<file path="config.mk">
export PLATFORM = sky130hd
export DESIGN_NAME = string_printer
export DESIGN_NICKNAME = d
export VERILOG_FILES = /design/src/rtl/string_printer.sv
export SDC_FILE = /design/constraint.sdc
export NUM_CORES = 1
export LEC_CHECK = 0
export ABC_AREA = 1
export ABC_CLOCK_PERIOD_IN_PS = 5100
export CORE_MARGIN = 2
export CORE_UTILIZATION = 65
export DETAILED_ROUTE_END_ITERATION = 10
export DONT_BUFFER_PORTS = 1
export PLACE_DENSITY = 0.81
export SYNTH_ARGS = -nofsm -noshare
export SYNTH_HDL_FRONTEND = slang
export SYNTH_SLANG_ARGS = --single-unit
</file>
<file path="constraint.sdc">
create_clock -name clk -period 5.1 [get_ports clk]
set_input_delay 0.765 -clock clk [delete_from_list [all_inputs] [get_ports clk]]
set_output_delay 0.765 -clock clk [all_outputs]
set_load 0.02 [all_outputs]
</file>
<file path="src/rtl/string_printer.sv">
`default_nettype none
// ============================================================================
// Module   : string_printer
// Brief    : Walks a NUL-terminated string in word memory and streams its bytes
//            out over a valid/ready character interface.
// Options  : define STRING_PRINTER_NEWLINE_EN to append 0x0A after each string.
// Revision : 1.0 - initial release
// ============================================================================
module string_printer #(
   parameter int unsigned MAX_CHARS = 256
) (
   input  logic        clk,
   input  logic        rst_n,
   input  logic        start,
   input  logic [31:0] start_addr,
   output logic [31:0] mem_rd_addr,
   input  logic [31:0] mem_rd_data,
   output logic        char_valid,
   output logic [7:0]  char_data,
   input  logic        char_ready,
   output logic        busy,
   output logic        done,
   output logic [15:0] char_count
);

   typedef enum logic [1:0] {
      S_IDLE  = 2'd0,
      S_FETCH = 2'd1,
      S_EMIT  = 2'd2
`ifdef STRING_PRINTER_NEWLINE_EN
      , S_NL  = 2'd3
`endif
   } state_t;

`ifdef STRING_PRINTER_NEWLINE_EN
   localparam state_t c_finish_state = S_NL;
   localparam logic   c_finish_done  = 1'b0;
`else
   localparam state_t c_finish_state = S_IDLE;
   localparam logic   c_finish_done  = 1'b1;
`endif

   localparam logic [16:0] c_max_chars = 17'(MAX_CHARS);

   state_t      r_state;
   state_t      w_state_nxt;
   logic [31:0] r_addr;
   logic [31:0] r_word;
   logic [1:0]  r_index;
   logic [15:0] r_char_count;
   logic        r_done;

   logic        w_done_nxt;
   logic        w_load;
   logic        w_capture;
   logic        w_count_inc;
   logic        w_next_word;
   logic        w_next_byte;
   logic [7:0]  w_byte;
   logic [16:0] w_count_plus;
   logic        w_unused_addr_bits;

   assign w_unused_addr_bits = &{1'b0, start_addr[1:0]};
   assign w_count_plus       = {1'b0, r_char_count} + 17'd1;
   assign done               = r_done;
   assign char_count         = r_char_count;

   // Big-endian byte lanes: index 0 is the most significant byte.
   always_comb begin
      w_byte = 8'h00;
      case (r_index)
         2'd0:    w_byte = r_word[31:24];
         2'd1:    w_byte = r_word[23:16];
         2'd2:    w_byte = r_word[15:8];
         default: w_byte = r_word[7:0];
      endcase
   end

   always_comb begin
      w_state_nxt = r_state;
      w_done_nxt  = 1'b0;
      w_load      = 1'b0;
      w_capture   = 1'b0;
      w_count_inc = 1'b0;
      w_next_word = 1'b0;
      w_next_byte = 1'b0;
      mem_rd_addr = 32'h0;
      char_valid  = 1'b0;
      char_data   = 8'h00;
      busy        = 1'b1;
      case (r_state)
         S_IDLE: begin
            busy = 1'b0;
            // A start coinciding with the done cycle is deliberately not taken.
            if (start && !r_done) begin
               w_load      = 1'b1;
               w_state_nxt = S_FETCH;
            end
         end
         S_FETCH: begin
            mem_rd_addr = r_addr;
            w_capture   = 1'b1;
            w_state_nxt = S_EMIT;
         end
         S_EMIT: begin
            if (w_byte == 8'h00) begin
               w_state_nxt = c_finish_state;
               w_done_nxt  = c_finish_done;
            end else begin
               char_valid = 1'b1;
               char_data  = w_byte;
               if (char_ready) begin
                  w_count_inc = 1'b1;
                  if (w_count_plus == c_max_chars) begin
                     w_state_nxt = c_finish_state;
                     w_done_nxt  = c_finish_done;
                  end else if (r_index == 2'd3) begin
                     w_next_word = 1'b1;
                     w_state_nxt = S_FETCH;
                  end else begin
                     w_next_byte = 1'b1;
                  end
               end
            end
         end
`ifdef STRING_PRINTER_NEWLINE_EN
         S_NL: begin
            char_valid = 1'b1;
            char_data  = 8'h0A;
            if (char_ready) begin
               w_state_nxt = S_IDLE;
               w_done_nxt  = 1'b1;
            end
         end
`endif
         default: begin
            w_state_nxt = S_IDLE;
         end
      endcase
   end

   always_ff @(posedge clk or negedge rst_n) begin
      if (!rst_n) begin
         r_state      <= S_IDLE;
         r_done       <= 1'b0;
         r_addr       <= 32'h0;
         r_word       <= 32'h0;
         r_index      <= 2'd0;
         r_char_count <= 16'h0;
      end else begin
         r_state <= w_state_nxt;
         r_done  <= w_done_nxt;
         if (w_load) begin
            r_addr       <= {start_addr[31:2], 2'b00};
            r_index      <= 2'd0;
            r_char_count <= 16'h0;
         end
         if (w_capture) begin
            r_word <= mem_rd_data;
         end
         if (w_count_inc) begin
            r_char_count <= r_char_count + 16'd1;
         end
         if (w_next_word) begin
            r_addr  <= r_addr + 32'd4;
            r_index <= 2'd0;
         end else if (w_next_byte) begin
            r_index <= r_index + 2'd1;
         end
      end
   end

endmodule
`default_nettype wire
</file>
* Yosys cells after proc, flatten, opt, wreduce, memory -nomap -nowiden *
Cells that the tools add are included.

word-level totals
  register bits after elaboration = 85
  input bits = 68
  output and inout bits = 59
  word-level logic and storage cells = 68

operators by class
  add/subtract/negate cells = 4
  eq/ne operators = 9
  mux-type cells = 40
  reduce and logical (&&, ||, !) cells = 9

operator list
  cell                                                  count
  two-way mux 32 bit                                    3
  adder 32 x 3 -> 32 bit, second input constant         1
  two-way mux 16 bit                                    2
  one-hot mux 8 bit (3 select lines)                    1
  two-way mux 1 bit                                     23
  adder 16 x 1 -> 17 bit, second input constant         1
  equality test 17 x 9 -> 1 bit, second input constant  1
  adder 16 x 1 -> 16 bit, second input constant         1
  two-way mux 2 bit                                     8
  two-way mux 8 bit                                     2
  zero test 8 bit                                       1
  equality test 2 bit, second input constant            3
  one-hot mux 2 bit (3 select lines)                    1
  equality test 2 x 1 -> 1 bit, second input constant   2
  zero test 2 bit                                       2
  inequality test 4 bit, second input constant          1
  nonzero test 2 bit                                    2
  inequality test 3 bit, second input constant          1
  AND reduction 3 bit                                   1
  nonzero test 3 bit                                    1
  adder 2 x 1 -> 2 bit, second input constant           1
  inequality test 2 bit, second input constant          1
  logical AND 1 bit                                     1
  zero test 1 bit                                       1

* Logic depth before layout (Yosys ltp) *
Gate-level depths: netlist (run 1).

  depth in word-level cells = 8
  depth in mapped cells = 16
  depth with buffers taken out = 14

* Worst setup path before layout (run 1) *
Ideal clock, no wire load.

  path type = reg-to-output
  from = register r_index[0]
  to = output char_valid
  data arrival time = 1.453 ns
  data required time = 4.335 ns
  slack = 2.882 ns
  cell stages (with the launch flop) = 12
  buffers on the path = 1
  cells stage by stage = dfrtp_1 -> inv_1 -> ha_1 -> buf_2 -> nand2_1 -> nand2_1 -> o21ai_1 -> nand2_1 -> nor2_1 -> nand2_1 -> nand2_1 -> inv_1

on the way
  longest elaborated chain between the ends = 5
  elaborated cells between the ends (all ways) = 7
  those cells by class = eq/ne (2); mux (3); reduce/logical (2)

RTL lines
  item                                               RTL line  RTL
  start, declared                                    49        logic [1:0] r_index;
  start signal, assigned                             168       r_index <= r_index + 2'd1;
  equality test 2 bit, or another cell as far along  71        case (r_index)
  one-hot mux 8 bit (3 select lines) (*)             71
  zero test 8 bit (*)                                106       if (w_byte == 8'h00) begin
  two-way mux 1 bit (*)                              106
  two-way mux 1 bit (*)                              91        case (r_state)
  end, declared                                      18        output logic char_valid,

Every way passes the cells marked *; elsewhere a longest branch is shown, timed or not.

* Final worst setup path (run 1) *
  from = register r_index[0]
  to = register r_addr[18]

on the way
  longest elaborated chain between the ends = 7
  elaborated cells between the ends (all ways) = 13
  those cells by class = eq/ne (3); mux (7); reduce/logical (3)

RTL lines
  item                                                                                        RTL line  RTL
  parallel branches: the longest is 4 deep, another holds one-hot mux 8 bit (3 select lines)  --
  two-way mux 1 bit (*)                                                                       106
  two-way mux 1 bit (*)                                                                       91
  two-way mux 32 bit or nonzero test 2 bit (tied branches)                                    --
  end signal, assigned                                                                        154       r_addr <= {start_addr[31:2], 2'b00};
  end signal, assigned                                                                        165       r_addr <= r_addr + 32'd4;
  end, declared                                                                               47        logic [31:0] r_addr;

Mark *: on every way between the ends.
A chain may end at the register's enable or synchronous reset.

==> results.md, run 1 <==
- Status: completed
- Hold slack: between 90 and 100 ps
- CP peak stage delay: ~420 ps
- Mux share of post-synthesis cell area: 0.0669
- Post-CTS Setup Bufs: 0
- CP delay by family, top: simple AND/OR/NAND/NOR gates
- Clock latency on the worst-skew pair: about 350 ps
- GR peak layer: met2
- Remaining DRCs: 0
- Largest net degree at the start of global routing: 84
- Num ports: 127
- CP Class: reg -> reg
- CTS-repair resized insts: 0
- Worst slack, placed: 1930 ps
- Area of the multi-input gates: 2810 um2
- Final Hold Vio Count: 0
- Simple logic cell fraction of the synthesized area: 0.359
- Via count: between 4000 and 5000
- Worst Skew: 12.5 ps
- Tot GR Track Use: 0.292
- Die ar.: roughly 9000 um2
- P per Cell Area: 582 nW/um2
- Seq/Total Area, Yosys: 0.385
- Synth Warn #: 0
- PortBufs: 0
- Global-route wire length before repair: 20.8 mm
- Most numerous cell in the Yosys netlist: nand2_1
- ANT nets after route: 0
- Post-route cell area: 5570 um2
- Vias in the first global route: around 4300
- Syn-to-layout area delta: 3.34%
- Final cell count without fillers: approximately 850
- Top cell by count, worst path: nand2_1
- Clk sink count: 83
- WP data arrival: between 3000 and 4000 ps
- Synth Instances: 759
- Post-layout min period: 3220 ps
- Placed cell areas: around 5400 um2
- Static leakage: around 0.0028 uW
- Crit-path cells: inv_1 -> ha_1 -> nand2_1 -> nand2_1 -> o21ai_1 -> nand2_1 -> nor2_1 -> nand2_1 -> nand3_2 -> nor2_2 -> buf_4 -> nand2_4 -> nand3_1 -> nand2_1
- Worst endpoint required time: between 5000 and 6000 ps
- Antenna violations before repair: 0
- Clock Root Buffer: clkbuf_8
- Unrepaired setup endpoints after global routing: no
- Mapped cell area: 5390 um2
- Placed cells: 836
- Syn avg cell area: 7.10 um2
- Synth Area in Compound Gates: 0.0279
- Max_slew headroom: 0.533
- Maximum VDD drop: approximately 0.34 mV
- Wirelength per Cell: 15.2 um
- FMAX: a little over 300 MHz
- Endpoints failing setup: 0
- Global-route met2 utilization: 0.440
- Post-synth EDFFs: 0
- FF+latch count, synth: 83
- Initial Utilization: 0.663
- GR Layer Usage met1: 0.437
- Fill count: slightly above 700
- Area leader, netlist: dfrtp_1
- H-tree depth: 3
- Horiz. Die Dim: between 90 and 100 um
- DR vias/cell: 5.54
- Chip height: 95.1 um
- Post-synthesis adder-cell area fraction: 0.0139
- Drt total wl: 12.9 mm
- Storage element area: a little over 2000 um2
- Dpl hpwl: 9.31 mm
- MaxCap Viol Count: 0
- CP startpoint kind: register
- TritonCTS clock tree: yes
- Main synth FF type: dfrtp_1
- Drt initial violations: 326
- Clock slew seen by the registers of the worst setup and hold paths: 90 ps
- Post-route worst setup slack: 1880 ps
- Xor/xnor cell area share of the yosys netlist: 0.0504
- Inserted Clock Buffers: 9
- Sum Neg Setup Slack: 0 ps
- Post-synth top area share: 0.385
- ANT cells: 0
- FFs w/ async S/R, synth: 1.00
- Main area contributors after synthesis: dfrtp_1 39%, nand2_1 18%, nand3_1 6.8%
- Worst path slowest cell: dfrtp_1
- FP Rows: 33
- Critical Path Sink Type: register
- Worst Tran Pin Value: between 600 and 700 ps
- CTS Hold Bufs: 0
- Met3 usage in global routing: 0.0490
- Largest family of logic cells by synthesized area: simple AND/OR/NAND/NOR gates
- Max FO, Critical Path: 60
- CP bufs+invs: 2
- Layout cells sized above 1: 0.0897
- Nets: ~800
- Bufs on Longest Clock Path: 2
- Drt first pass iters: 5
- Yosys cell types: 31
- Final Max Slew Viols: 0
- Fin crit share: 0.632
- Final GP Congestion: between 0.9 and 1
- Worst Hold Class: in -> async
- Core Box Area: 8130 um2
- Grt total ovfl: 0
- Commonest cells in the netlist: 257 x nand2_1, 83 x dfrtp_1, 82 x inv_1
-- flip-flops by register name, indices dropped and copies added, names as in the netlist --
signal / cells
done: 1
char_count: 16
r_state: 2
r_index: 2
r_addr: 30
r_word: 32
-- where the power goes --
part	total [uW]	switching [uW]	leakage (uW)	internal (uW)
sequential	1320	350	0.00102	974
combinational	1430	931	0.00164	503
clock	485	254	0.0000935	231
total	3240	1530	0.00276	1710
-- layer usage --
metal | vias up | wire (um)
met5 | - | 0
li1 | 2333 | -
met1 | 2198 | 6110
met2 | 169 | 5790
met3 | 18 | 865
met4 | 0 | 184
-- kinds of logic after synthesis --
| kind of cell | after synthesis |
|---|---|
| AND/OR/NAND/NOR | 459 |
| AO/OA/AOI/OAI | 27 |
| flip-flops | 83 |
| buffers and inverters | 120 |
| XOR/XNOR | 31 |
| adder cells (fa/ha/maj) | 6 |
| other | 1 |
| multiplexers | 32 |
-- path summary, 6_finish.rpt --
| check | slack [ps] | depth (start not counted) | from | endpoint |
|---|---|---|---|---|
| max | 1880 | 14 | r_index[0] | r_addr[18] |
| min reg2reg | 510 | 1 | r_word[5] | r_word[5] |
| min in group clk | 510 | 1 | r_word[5] | r_word[5] |
| max reg2reg | 1880 | 14 | r_index[0] | r_addr[18] |
| max in group asynchronous | 4890 | 0 | rst_n | r_addr[5] |
| min | 90 | 0 | rst_n | r_word[22] |
-- layout make-up --
cell class,instances,area share
multi-input cells,557,0.504
flip-flops and latches,83,0.373
inverters,87,0.0586
well taps,105,0.0236
clock buffers,10,0.0229
clock inverters,6,0.0128
repair buffers,4,0.00539
-- layout by cell type (no fill, tap or decap), types with 2 or more instances in the layout --
cell type,instances
nand2_1,256
dfrtp_1,83
inv_1,82
nor2_1,77
nand3_1,73
mux2_2,32
xor2_1,30
nor3_1,21
nand4_1,11
o21ai_0,10
o22ai_1,10
clkbuf_8,9
or2_1,6
ha_1,6
o21ai_1,5
inv_2,4
nor2_2,4
buf_4,4
nand2_2,3
nand3_2,3
or2_0,2
conb_1,2
clkinvlp_4,2
inv_6,2
-- stage by stage --
| step | utilization | power (uW) |
|---|---|---|
| 2_1_floorplan | - | 2440 |
| 3_3_place_gp | 0.660 | 2680 |
| 3_5_place_dp | 0.660 | 2750 |
| 4_1_cts | 0.685 | 3230 |
| 5_1_grt | 0.685 | 3500 |
| 6_report | 0.685 | 3240 |
No activity file was read; power rests on OpenSTA's default activity.
==> run 2, diff against run 1 <==
- ABC_CLOCK_PERIOD_IN_PS: 5100 -> 3000
- CORE_UTILIZATION: 65 -> 64
- PLACE_DENSITY: 0.81 -> 0.8
- clock period: 5.1 -> 3 ns (I/O delays scaled with it)
==> results.md, run 2 (same netlist as run 1, synthesis figures left out) <==
- GR Layer Usage met1: 0.437
- MaxCap Viol Count: 0
- Final GP Congestion: 0.968
- Met3 usage in global routing: 0.0415
- GR peak layer: met2
- Max FFs per register: 32
- Clk sink count: 83
- Bufs on Longest Clock Path: 2
- Clock Root Buffer: clkbuf_8
- Static leakage: 0.00278 uW
- Vias in the first global route: approximately 4400
- Core Box Area: ~8200 um2
- Post-layout min period: 2650 ps
- Antenna violations before repair: 0
- Max FO, Critical Path: 15
- Fin crit share: 0.883
- Endpoints failing setup: 0
- Grt total ovfl: 0
- Largest net degree at the start of global routing: 84
- CP Class: reg -> reg
- Syn-to-layout area delta: 4.06%
- Worst Tran Pin Value: 586 ps
- P per Cell Area: 985 nW/um2
- Status: completed
- Clock latency on the worst-skew pair: around 360 ps
- Wirelength per Cell: 15.7 um
- Drt first pass iters: 5
- ANT cells: 0
- Fill count: 735
- Global-route met2 utilization: 0.460
- Sum Neg Setup Slack: 0 ps
- Drt initial violations: roughly 260
- Worst endpoint required time: 3240 ps
- Horiz. Die Dim: 95.8 um
- Max_slew headroom: 0.610
- Most frequent cells in the layout: 256 x nand2_1, 83 x dfrtp_1, 82 x inv_1, 77 x nor2_1, 73 x nand3_1
- Maximum VDD drop: about 0.59 mV
- FMAX: 377 MHz
- Nets: 820
- CTS Hold Bufs: 2
- Leading cell type in the layout, fill and taps excluded: nand2_1
- PortBufs: 0
- Drt total wl: 13.4 mm
- Placed cell areas: 5390 um2
- Remaining DRCs: 0
- ANT nets after route: 0
- Tot GR Track Use: 0.297
- Final Max Slew Viols: 0
- Worst Hold Class: in -> reg
- WP data arrival: ~2900 ps
- Clock slew seen by the registers of the worst setup and hold paths: ~100 ps
- Initial Utilization: 0.659
- Critical Path Sink Type: register
- Via count: 4812
- Post-route cell area: 5610 um2
- Global-route wire length before repair: 21.1 mm
- Inserted Clock Buffers: 9
- Final Hold Vio Count: 0
- Most flops, register: r_word
- Num ports: 127
- Post-CTS Setup Bufs: 0
- FP Rows: 33
- Chip height: roughly 96 um
- Unrepaired setup endpoints after global routing: no
- Worst Skew: 14.5 ps
- TritonCTS clock tree: yes
- Dpl hpwl: approximately 9.7 mm
- Layout cells sized above 1: 0.0932
- H-tree depth: 3
- DR vias/cell: 5.62
- CP startpoint kind: register
- CTS-repair resized insts: 0
- Die ar.: 9170 um2
==> run 2: worst paths after layout <==
path / to / cells past startpoint / from / slack, ps
max in group asynchronous: done / 2 / rst_n / 1990
worst max register to register: char_count[0] / 14 / r_index[0] / 350
min in group asynchronous: r_word[21] / 2 / rst_n / 670
worst max-delay path: char_count[0] / 14 / r_index[0] / 350
worst min-delay path: r_word[12] / 1 / mem_rd_data[12] / 230
worst min register to register: r_word[5] / 1 / r_word[5] / 510
==> run 2: cell type report <==
cell class,count,area [um2],area share
clock buffer,10,128,0.0228
tap,105,131,0.0234
clock inverter,6,57.6,0.0103
inverter,87,327,0.0582
multi-input combinational,557,2810,0.500
timing repair buffer,8,82.6,0.0147
sequential,83,2080,0.370
==> run 2: layer usage <==
| metal | vias up | part of all wire |
|---|---|---|
| met3 | 22 | 0.066 |
| met4 | 0 | 0.015 |
| li1 | 2345 | - |
| met2 | 190 | 0.46 |
| met1 | 2255 | 0.46 |
| met5 | - | 0 |
==> run 2: where the power goes <==
group | internal, uW | leakage, uW | switching [uW] | total (uW)
Clock | 322 | 0.0000953 | 458 | 780
Sequential | 1660 | 0.00102 | 598 | 2250
Combinational | 866 | 0.00167 | 1630 | 2490
Total | 2840 | 0.00278 | 2680 | 5530
==> run 2: critical path, stage by stage, from the launching register on <==
cell,delay (ps)
dfrtp_1,420
inv_1,120
ha_1,380
nand2_1,110
nand4_1,130
nand2_1,80
nand2_1,70
nor2_1,40
nand2_1,160
nand3_2,130
buf_4,220
nand2_1,350
inv_1,160
nand2_1,80
o21ai_0,80
==> run 2: metrics by stage <==
| step | cells | util | hold slack [ps] | power (uW) | setup WS, ps |
|---|---|---|---|---|---|
| 2_1_floorplan | 760 | - | 154 | 4150 | 980 |
| 3_3_place_gp | 838 | 0.659 | 156 | 4570 | 470 |
| 3_5_place_dp | 838 | 0.659 | 156 | 4690 | 373 |
| 4_1_cts | 856 | 0.686 | 216 | 5510 | 379 |
| 5_1_grt | 856 | 0.686 | 213 | 5950 | 107 |
| 6_report | 856 | 0.686 | 226 | 5530 | 350 |
